==> config.mk <==
export PLATFORM = sky130hd
export DESIGN_NAME = fault_led_driver_flat
export DESIGN_NICKNAME = d
export VERILOG_FILES = /design/src/rtl/fault_led_driver_pkg.sv /design/src/rtl/fault_led_driver_if.sv /design/src/rtl/fault_led_driver_ms_timer.sv /design/src/rtl/fault_led_driver.sv /design/src/flat_wrapper.sv
export SDC_FILE = /design/constraint.sdc
export NUM_CORES = 1
export LEC_CHECK = 0
export CAP_MARGIN = 20
export CORE_ASPECT_RATIO = 1.1
export CORE_UTILIZATION = 52
export DETAILED_ROUTE_END_ITERATION = 7
export PLACE_DENSITY = 0.75
export SYNTH_ARGS = -nofsm -noshare
export SYNTH_HDL_FRONTEND = slang
export SYNTH_SLANG_ARGS = --single-unit
==> constraint.sdc <==
create_clock -name clk_50M -period 3.2 [get_ports clk_50M]
set_input_delay 0.32 -clock clk_50M [delete_from_list [all_inputs] [get_ports clk_50M]]
set_output_delay 0.32 -clock clk_50M [all_outputs]
set_load 0.05 [all_outputs]
==> src/rtl/fault_led_driver_pkg.sv <==
// Shared definitions for the fault/pick/drop RGB indicator: FSM encoding,
// default timing constants and counter-width helpers.
package fault_led_driver_pkg;

    localparam int unsigned DEFAULT_CLK_PER_MS = 50000;
    localparam int unsigned DEFAULT_FAULT_MS   = 1000;
    localparam int unsigned DEFAULT_PICK_MS    = 500;
    localparam int unsigned DEFAULT_BLINK_MS   = 250;
    localparam int unsigned DEFAULT_BLINKS     = 3;

    localparam int unsigned COUNT_W = 4;
    typedef logic [COUNT_W-1:0] count_t;

    typedef enum logic [2:0] {
        ST_IDLE,
        ST_FAULT_SHOW,
        ST_PICK_SHOW,
        ST_DROP_ON,
        ST_DROP_OFF
    } state_e;

    // Bits needed to hold every value in 0..max_value (at least one).
    function automatic int unsigned width_for(input int unsigned max_value);
        return (max_value < 2) ? 1 : $clog2(max_value + 1);
    endfunction

    function automatic int unsigned max3(input int unsigned a, input int unsigned b,
                                         input int unsigned c);
        int unsigned m;
        m = (a > b) ? a : b;
        return (m > c) ? m : c;
    endfunction

endpackage

==> src/rtl/fault_led_driver_if.sv <==
// Event inputs and indicator/status outputs of the LED driver, bundled
// with a stimulus-side (master) and driver-side (slave) view.
interface fault_led_driver_if;
    import fault_led_driver_pkg::*;

    logic   fault_detect;
    logic   block_picked;
    logic   object_drop;
    logic   led_r;
    logic   led_g;
    logic   led_b;
    count_t fault_count;
    count_t drop_count;
    logic   busy;

    modport master (
        output fault_detect, block_picked, object_drop,
        input  led_r, led_g, led_b, fault_count, drop_count, busy
    );

    modport slave (
        input  fault_detect, block_picked, object_drop,
        output led_r, led_g, led_b, fault_count, drop_count, busy
    );

endinterface

==> src/rtl/fault_led_driver_ms_timer.sv <==
// Millisecond timer: a clock prescaler feeding a ms counter; done pulses in
// the cycle the ms counter would reach the target.
module ms_timer
    import fault_led_driver_pkg::*;
#(
    parameter int unsigned CLK_PER_MS = DEFAULT_CLK_PER_MS,
    parameter int unsigned MS_W       = 10
) (
    input  logic            clk_50M,
    input  logic            reset,
    input  logic            clear_i,
    input  logic [MS_W-1:0] target_i,
    output logic            done_o
);

    localparam int unsigned PRE_W = width_for(CLK_PER_MS - 1);

    logic [PRE_W-1:0] pre_q, pre_d;
    logic [MS_W-1:0]  ms_q, ms_d;
    logic             tick;

    assign tick   = (pre_q == PRE_W'(CLK_PER_MS - 1));
    assign done_o = tick && (ms_q == target_i - MS_W'(1));

    // NOTE: every always_comb output gets a default first so no latch is inferred.
    always_comb begin
        pre_d = pre_q + PRE_W'(1);
        ms_d  = ms_q;
        if (clear_i) begin
            pre_d = '0;
            ms_d  = '0;
        end else if (tick) begin
            pre_d = '0;
            ms_d  = ms_q + MS_W'(1);
        end
    end

    // NOTE: registers use non-blocking assignments; reset is synchronous here.
    always_ff @(posedge clk_50M) begin
        if (reset) begin
            pre_q <= '0;
            ms_q  <= '0;
        end else begin
            pre_q <= pre_d;
            ms_q  <= ms_d;
        end
    end

endmodule

==> src/rtl/fault_led_driver.sv <==
// RGB status indicator: queues fault, pick and drop events as pending flags
// and plays one timed colour pattern at a time (drop > fault > pick).
module fault_led_driver
    import fault_led_driver_pkg::*;
#(
    parameter int unsigned CLK_PER_MS = DEFAULT_CLK_PER_MS,
    parameter int unsigned FAULT_MS   = DEFAULT_FAULT_MS,
    parameter int unsigned PICK_MS    = DEFAULT_PICK_MS,
    parameter int unsigned BLINK_MS   = DEFAULT_BLINK_MS,
    parameter int unsigned BLINKS     = DEFAULT_BLINKS
) (
    input  logic               clk_50M,
    input  logic               reset,
    fault_led_driver_if.slave  bus
);

    localparam int unsigned MS_W    = width_for(max3(FAULT_MS, PICK_MS, BLINK_MS));
    localparam int unsigned BLINK_W = width_for(BLINKS);

    state_e             state_q, state_d;
    logic               fault_prev_q, pick_prev_q;
    logic               pend_fault_q, pend_fault_d;
    logic               pend_pick_q, pend_pick_d;
    logic               pend_drop_q, pend_drop_d;
    logic [BLINK_W-1:0] blink_q, blink_d;
    count_t             fault_cnt_q, fault_cnt_d;
    count_t             drop_cnt_q, drop_cnt_d;
    logic               led_r_q, led_g_q, led_b_q;

    logic               fault_evt, pick_evt, drop_evt;
    logic               timer_clear, timer_done;
    logic [MS_W-1:0]    timer_target;

    assign fault_evt = bus.fault_detect && !fault_prev_q;
    assign pick_evt  = bus.block_picked && !pick_prev_q;
    assign drop_evt  = bus.object_drop;

    always_comb begin
        timer_target = '0;
        case (state_q)
            ST_FAULT_SHOW:           timer_target = MS_W'(FAULT_MS);
            ST_PICK_SHOW:            timer_target = MS_W'(PICK_MS);
            ST_DROP_ON, ST_DROP_OFF: timer_target = MS_W'(BLINK_MS);
            default:                 timer_target = '0;
        endcase
    end

    // Held cleared in IDLE and on every state entry so each phase starts from zero.
    assign timer_clear = (state_q == ST_IDLE) || (state_d != state_q);

    ms_timer #(
        .CLK_PER_MS (CLK_PER_MS),
        .MS_W       (MS_W)
    ) u_ms_timer (
        .clk_50M  (clk_50M),
        .reset    (reset),
        .clear_i  (timer_clear),
        .target_i (timer_target),
        .done_o   (timer_done)
    );

    always_comb begin
        state_d      = state_q;
        pend_fault_d = pend_fault_q || fault_evt;
        pend_pick_d  = pend_pick_q || pick_evt;
        pend_drop_d  = pend_drop_q || drop_evt;
        blink_d      = blink_q;
        fault_cnt_d  = (fault_evt && fault_cnt_q != '1) ? fault_cnt_q + count_t'(1) : fault_cnt_q;
        drop_cnt_d   = (drop_evt && drop_cnt_q != '1) ? drop_cnt_q + count_t'(1) : drop_cnt_q;

        // Consuming a flag overrides an event of the same class arriving this cycle.
        case (state_q)
            ST_IDLE: begin
                if (pend_drop_q) begin
                    state_d     = ST_DROP_ON;
                    pend_drop_d = 1'b0;
                end else if (pend_fault_q) begin
                    state_d      = ST_FAULT_SHOW;
                    pend_fault_d = 1'b0;
                end else if (pend_pick_q) begin
                    state_d     = ST_PICK_SHOW;
                    pend_pick_d = 1'b0;
                end
            end
            ST_FAULT_SHOW, ST_PICK_SHOW: begin
                if (timer_done) state_d = ST_IDLE;
            end
            ST_DROP_ON: begin
                if (timer_done) state_d = ST_DROP_OFF;
            end
            ST_DROP_OFF: begin
                if (timer_done) begin
                    if (blink_q == BLINK_W'(BLINKS - 1)) begin
                        state_d = ST_IDLE;
                        blink_d = '0;
                    end else begin
                        state_d = ST_DROP_ON;
                        blink_d = blink_q + BLINK_W'(1);
                    end
                end
            end
            default: state_d = ST_IDLE;
        endcase
    end

    always_ff @(posedge clk_50M) begin
        if (reset) begin
            state_q      <= ST_IDLE;
            fault_prev_q <= 1'b0;
            pick_prev_q  <= 1'b0;
            pend_fault_q <= 1'b0;
            pend_pick_q  <= 1'b0;
            pend_drop_q  <= 1'b0;
            blink_q      <= '0;
            fault_cnt_q  <= '0;
            drop_cnt_q   <= '0;
            led_r_q      <= 1'b0;
            led_g_q      <= 1'b0;
            led_b_q      <= 1'b0;
        end else begin
            state_q      <= state_d;
            fault_prev_q <= bus.fault_detect;
            pick_prev_q  <= bus.block_picked;
            pend_fault_q <= pend_fault_d;
            pend_pick_q  <= pend_pick_d;
            pend_drop_q  <= pend_drop_d;
            blink_q      <= blink_d;
            fault_cnt_q  <= fault_cnt_d;
            drop_cnt_q   <= drop_cnt_d;
            led_r_q      <= (state_q == ST_FAULT_SHOW);
            led_g_q      <= (state_q == ST_DROP_ON);
            led_b_q      <= (state_q == ST_PICK_SHOW);
        end
    end

    assign bus.led_r       = led_r_q;
    assign bus.led_g       = led_g_q;
    assign bus.led_b       = led_b_q;
    assign bus.fault_count = fault_cnt_q;
    assign bus.drop_count  = drop_cnt_q;
    assign bus.busy        = (state_q != ST_IDLE);

endmodule

==> src/flat_wrapper.sv <==
// flat-port wrapper written by rule: the top's interface ports become plain ports
module fault_led_driver_flat import fault_led_driver_pkg::*;
#(
    parameter int unsigned CLK_PER_MS = DEFAULT_CLK_PER_MS,
    parameter int unsigned FAULT_MS   = DEFAULT_FAULT_MS,
    parameter int unsigned PICK_MS    = DEFAULT_PICK_MS,
    parameter int unsigned BLINK_MS   = DEFAULT_BLINK_MS,
    parameter int unsigned BLINKS     = DEFAULT_BLINKS
)
  (clk_50M, reset, bus_fault_detect, bus_block_picked, bus_object_drop, bus_led_r, bus_led_g, bus_led_b, bus_fault_count, bus_drop_count, bus_busy);
  fault_led_driver_if bus_i ();
  input  logic clk_50M;
  input  logic reset;
  input wire logic [$bits(bus_i.fault_detect)-1:0] bus_fault_detect;
  input wire logic [$bits(bus_i.block_picked)-1:0] bus_block_picked;
  input wire logic [$bits(bus_i.object_drop)-1:0] bus_object_drop;
  output wire logic [$bits(bus_i.led_r)-1:0] bus_led_r;
  output wire logic [$bits(bus_i.led_g)-1:0] bus_led_g;
  output wire logic [$bits(bus_i.led_b)-1:0] bus_led_b;
  output wire logic [$bits(bus_i.fault_count)-1:0] bus_fault_count;
  output wire logic [$bits(bus_i.drop_count)-1:0] bus_drop_count;
  output wire logic [$bits(bus_i.busy)-1:0] bus_busy;
  assign bus_i.fault_detect = bus_fault_detect;
  assign bus_i.block_picked = bus_block_picked;
  assign bus_i.object_drop = bus_object_drop;
  assign bus_led_r = bus_i.led_r;
  assign bus_led_g = bus_i.led_g;
  assign bus_led_b = bus_i.led_b;
  assign bus_fault_count = bus_i.fault_count;
  assign bus_drop_count = bus_i.drop_count;
  assign bus_busy = bus_i.busy;
  fault_led_driver #(.CLK_PER_MS(CLK_PER_MS), .FAULT_MS(FAULT_MS), .PICK_MS(PICK_MS), .BLINK_MS(BLINK_MS), .BLINKS(BLINKS)) u_core (.clk_50M(clk_50M), .reset(reset), .bus(bus_i));
endmodule
==> results of run 1 <==
-- power groups by stage --
stage | Clock (mW) | Sequential (mW) | Combinational (mW)
floorplan | 0 | 0.663 | 0.253
global placement | 0 | 0.638 | 0.363
detailed placement | 0 | 0.638 | 0.363
CTS | 0.350 | 0.625 | 0.365
global route | 0.371 | 0.629 | 0.422
finish | 0.340 | 0.626 | 0.387
-- state kept, by name, summed over array words and instances, names as in the netlist --
signal,cells
u_core.blink_q,2
u_core.pend_pick_q,1
u_core.pend_fault_q,1
u_core.fault_prev_q,1
u_core.pick_prev_q,1
u_core.bus.drop_count,4
u_core.u_ms_timer.ms_q,10
u_core.pend_drop_q,1
u_core.state_q,3
u_core.bus.led_g,1
u_core.bus.led_b,1
u_core.bus.led_r,1
u_core.u_ms_timer.pre_q,16
u_core.bus.fault_count,4
-- through the flow --
| step | setup TNS (ns) | cells | hold slack [ns] | utilization (%) |
|---|---|---|---|---|
| 2_1_floorplan | 0 | 273 | 0.4062 | - |
| 3_3_place_gp | 0 | 345 | 0.4252 | 60.65 |
| 3_5_place_dp | 0 | 345 | 0.4311 | 60.65 |
| 4_1_cts | 0 | 353 | 0.4469 | 62.50 |
| 5_1_grt | -0.03688 | 356 | 0.4920 | 63.72 |
| 6_report | 0 | 356 | 0.4432 | 63.72 |
-- synth_stat cells (6+ instances only) --
| library cell | instances |
|---|---|
| xor2_1 | 18 |
| inv_1 | 7 |
| nor2_1 | 36 |
| nand3_1 | 14 |
| or3_1 | 6 |
| o21ai_0 | 9 |
| nor3_1 | 17 |
| xnor2_1 | 11 |
| ha_1 | 7 |
| nand4_1 | 7 |
| dfxtp_1 | 47 |
| and3_1 | 9 |
| a21oi_1 | 11 |
| nand2_1 | 15 |
-- cell families (layout without fill, tap and decap cells) --
kind of cell,after synthesis,after routing,share of synthesized area [%]
muxes,5,5,2.311
adders and majority gates,7,7,3.595
buffers and inverters,16,45,4.006
and+or+nand+nor,131,131,28.76
AOI/OAI and AO/OA,36,36,10.53
xor gates and xnor gates,31,31,12.17
DFF,47,47,38.62
-- layout make-up --
class	instances	area (sq um)
clock buffers	7	76.32
clock inverters	1	5.005
fillers	400	1600
inverters	7	26.28
multi-input cells	210	1421
flip-flops and latches	47	944.7
well taps	54	67.56
repair buffers	30	269.0
-- final timing paths --
kind,startpoint,end,slack [ns]
max,u_core.state_q[2],u_core.state_q[2],0.14
min,u_core.u_ms_timer.pre_q[0],u_core.u_ms_timer.pre_q[0],0.44
max reg2reg,u_core.state_q[2],u_core.state_q[2],0.14
min reg2reg,u_core.u_ms_timer.pre_q[0],u_core.u_ms_timer.pre_q[0],0.44
-- routing by layer --
metal,part of all wire (%),vias up
li1,-,1012
met1,50,897
met2,44,40
met3,4.7,6
met4,1.3,0
met5,0,-
-- worst max-delay path, stage by stage, from the launching register on --
cell,delay (ns)
dfxtp_2,0.37
or3b_4,0.39
a21boi_4,0.15
ha_2,0.19
inv_2,0.07
nand2_1,0.05
a21oi_1,0.13
a21oi_1,0.06
ha_1,0.31
xor2_2,0.16
nand2b_1,0.08
nor4_2,0.24
nand4_1,0.24
nor2_4,0.20
mux2_4,0.30
-- repair_timing --
action / CTS / global route
setup endpoints to repair: 0 / 14
buffers inserted: 0 / 3
resized for setup: 0 / 12
hold buffers: 0 / 0
==> out/metrics.yaml, run 1 <==
placed_design:
  dpl_cell_area_sq_mm: 0.002675
  place_hpwl_microns: 3221
  routabilityCongestion: 0.8949
  pre_cts_slack_ns: 0.1131
  port_buffers: 16
power:
  pwr-share-seq_pct: 46.3
  p_int_mw: 0.9231
  static-leakage-power_nw: 1.043
  combPwrFrac_pct: 28.6
  p_clk_share_pct: 25.1
  p_total_mw: 1.353
  p_switching_mw: 0.4303
  ir_drop_v: 0.0003243
  power_density_mw_per_mm2: 481.6
  switching_share_pct: 31.79
worst_hold_path:
  hold_depth: 1
  hold_path.class: "reg -> reg"
yosys:
  netlist_area_sq_mm: 0.002436
  synthFlopType: "dfxtp_1"
  ys_ff_latch: 47
  ys_seq_area_share_pct: 38.62
  synth_edf_count: 0
  yosys_warnings: 0
  async_flop_share_pct: 0
  syn_nets: 285
  syn_inst: 273
  synthTopCellsByArea: "dfxtp_1 39%, xor2_1 6.5%, nor2_1 5.5%"
  yosysTopAreaCell: "dfxtp_1"
  avgSynthCellArea_sq_um: 8.923
  yosysUniqueCellTypes: 51
  synth_top_area_share_pct: 38.62
critical_path:
  crit_arrival_ns: 3.25
  critPathMaxFanout: 5
  worst_ep_required_time_ns: 3.39
  startpoint_type: "register"
  rr_worst_depth: 14
  crit_path_end_kind: "register"
  path_class: "reg -> reg"
clocking:
  tritoncts: "done"
  cts_max_level: 2
  clock_path_buffers: 2
  cts-buffers-inserted: 5
  cts_root_buf: "clkbuf_8"
  clock-sinks: 47
  path_clk_slew_ns: 0.08
  clkLatencyLatePin_ns: 0.30
timing:
  rsz0062_at_grt: "true"
  setup_viol: 0
  fin_crit_ns: 3.060
  worst_pin_slew_ns: 0.5419
  timing.final.crit_share_pct: 95.63
  clock-skew-final_ns: 0.003845
  timing.fmax_mhz: 326.8
  maxSlewHeadroom_pct: 63.87
  finalMaxSlewViolations: 0
  hold_violations: 0
  setup_slack_ns: 0.1398
finish:
  nets: 313
  fin_area_sq_mm: 0.002810
  final_cell_mix: "44 x dfxtp_1, 36 x nor2_1, 17 x nor3_1, 17 x xor2_1, 16 x clkdlybuf4s50_1"
  final_common_cell: "dfxtp_1"
  areaGrowthSynthToFinish_pct: 15.36
  layout-drive-gt1-share_pct: 13.91
  n_antenna_cell: 0
routing:
  drt_iter0_drc: 86
  firstDrtPassIters: 4
  wl_per_cell_microns: 12.68
  drt_wl_total_microns: 4515
  ant_nets: 0
  drt-vias-per-instance: 5.492
  vias: 1955
  drc: 0
floorplan:
  start_util_pct: 55.23
  dieArea_sq_mm: 0.004963
  die_w_microns: 67.26
  io_pins: 17
  coreArea_sq_mm: 0.004410
  rows: 25
  fp.dieH_microns: 73.79
global_routing:
  grt.busiest_layer: "met2"
  grt_usage_pct: 19.70
  grt_first_pass_wirelength_microns: 7369
  grt_max_degree: 24
  met1_usage_pct: 26.65
  grt_use_met2_pct: 29.44
  grt_use_met3_pct: 6.056
  grt_overflow_total: 0
  antenna_found_initial: 0
  grt_pass1_vias: 1659
flow_run:
  maxCapViolCount: 0
status:
  status: "completed"
(Power assumes the default switching activity.)
==> run 2, diff against run 1 <==
--- a/config.mk
+++ b/config.mk
@@ -9,6 +9,7 @@
 export CORE_ASPECT_RATIO = 1.1
 export CORE_UTILIZATION = 52
 export DETAILED_ROUTE_END_ITERATION = 7
+export GPL_TIMING_DRIVEN = 1
 export PLACE_DENSITY = 0.75
 export SYNTH_ARGS = -nofsm -noshare
 export SYNTH_HDL_FRONTEND = slang
==> results of run 2 <==
Final layout, timing and power as in run 1 (identical DEF).
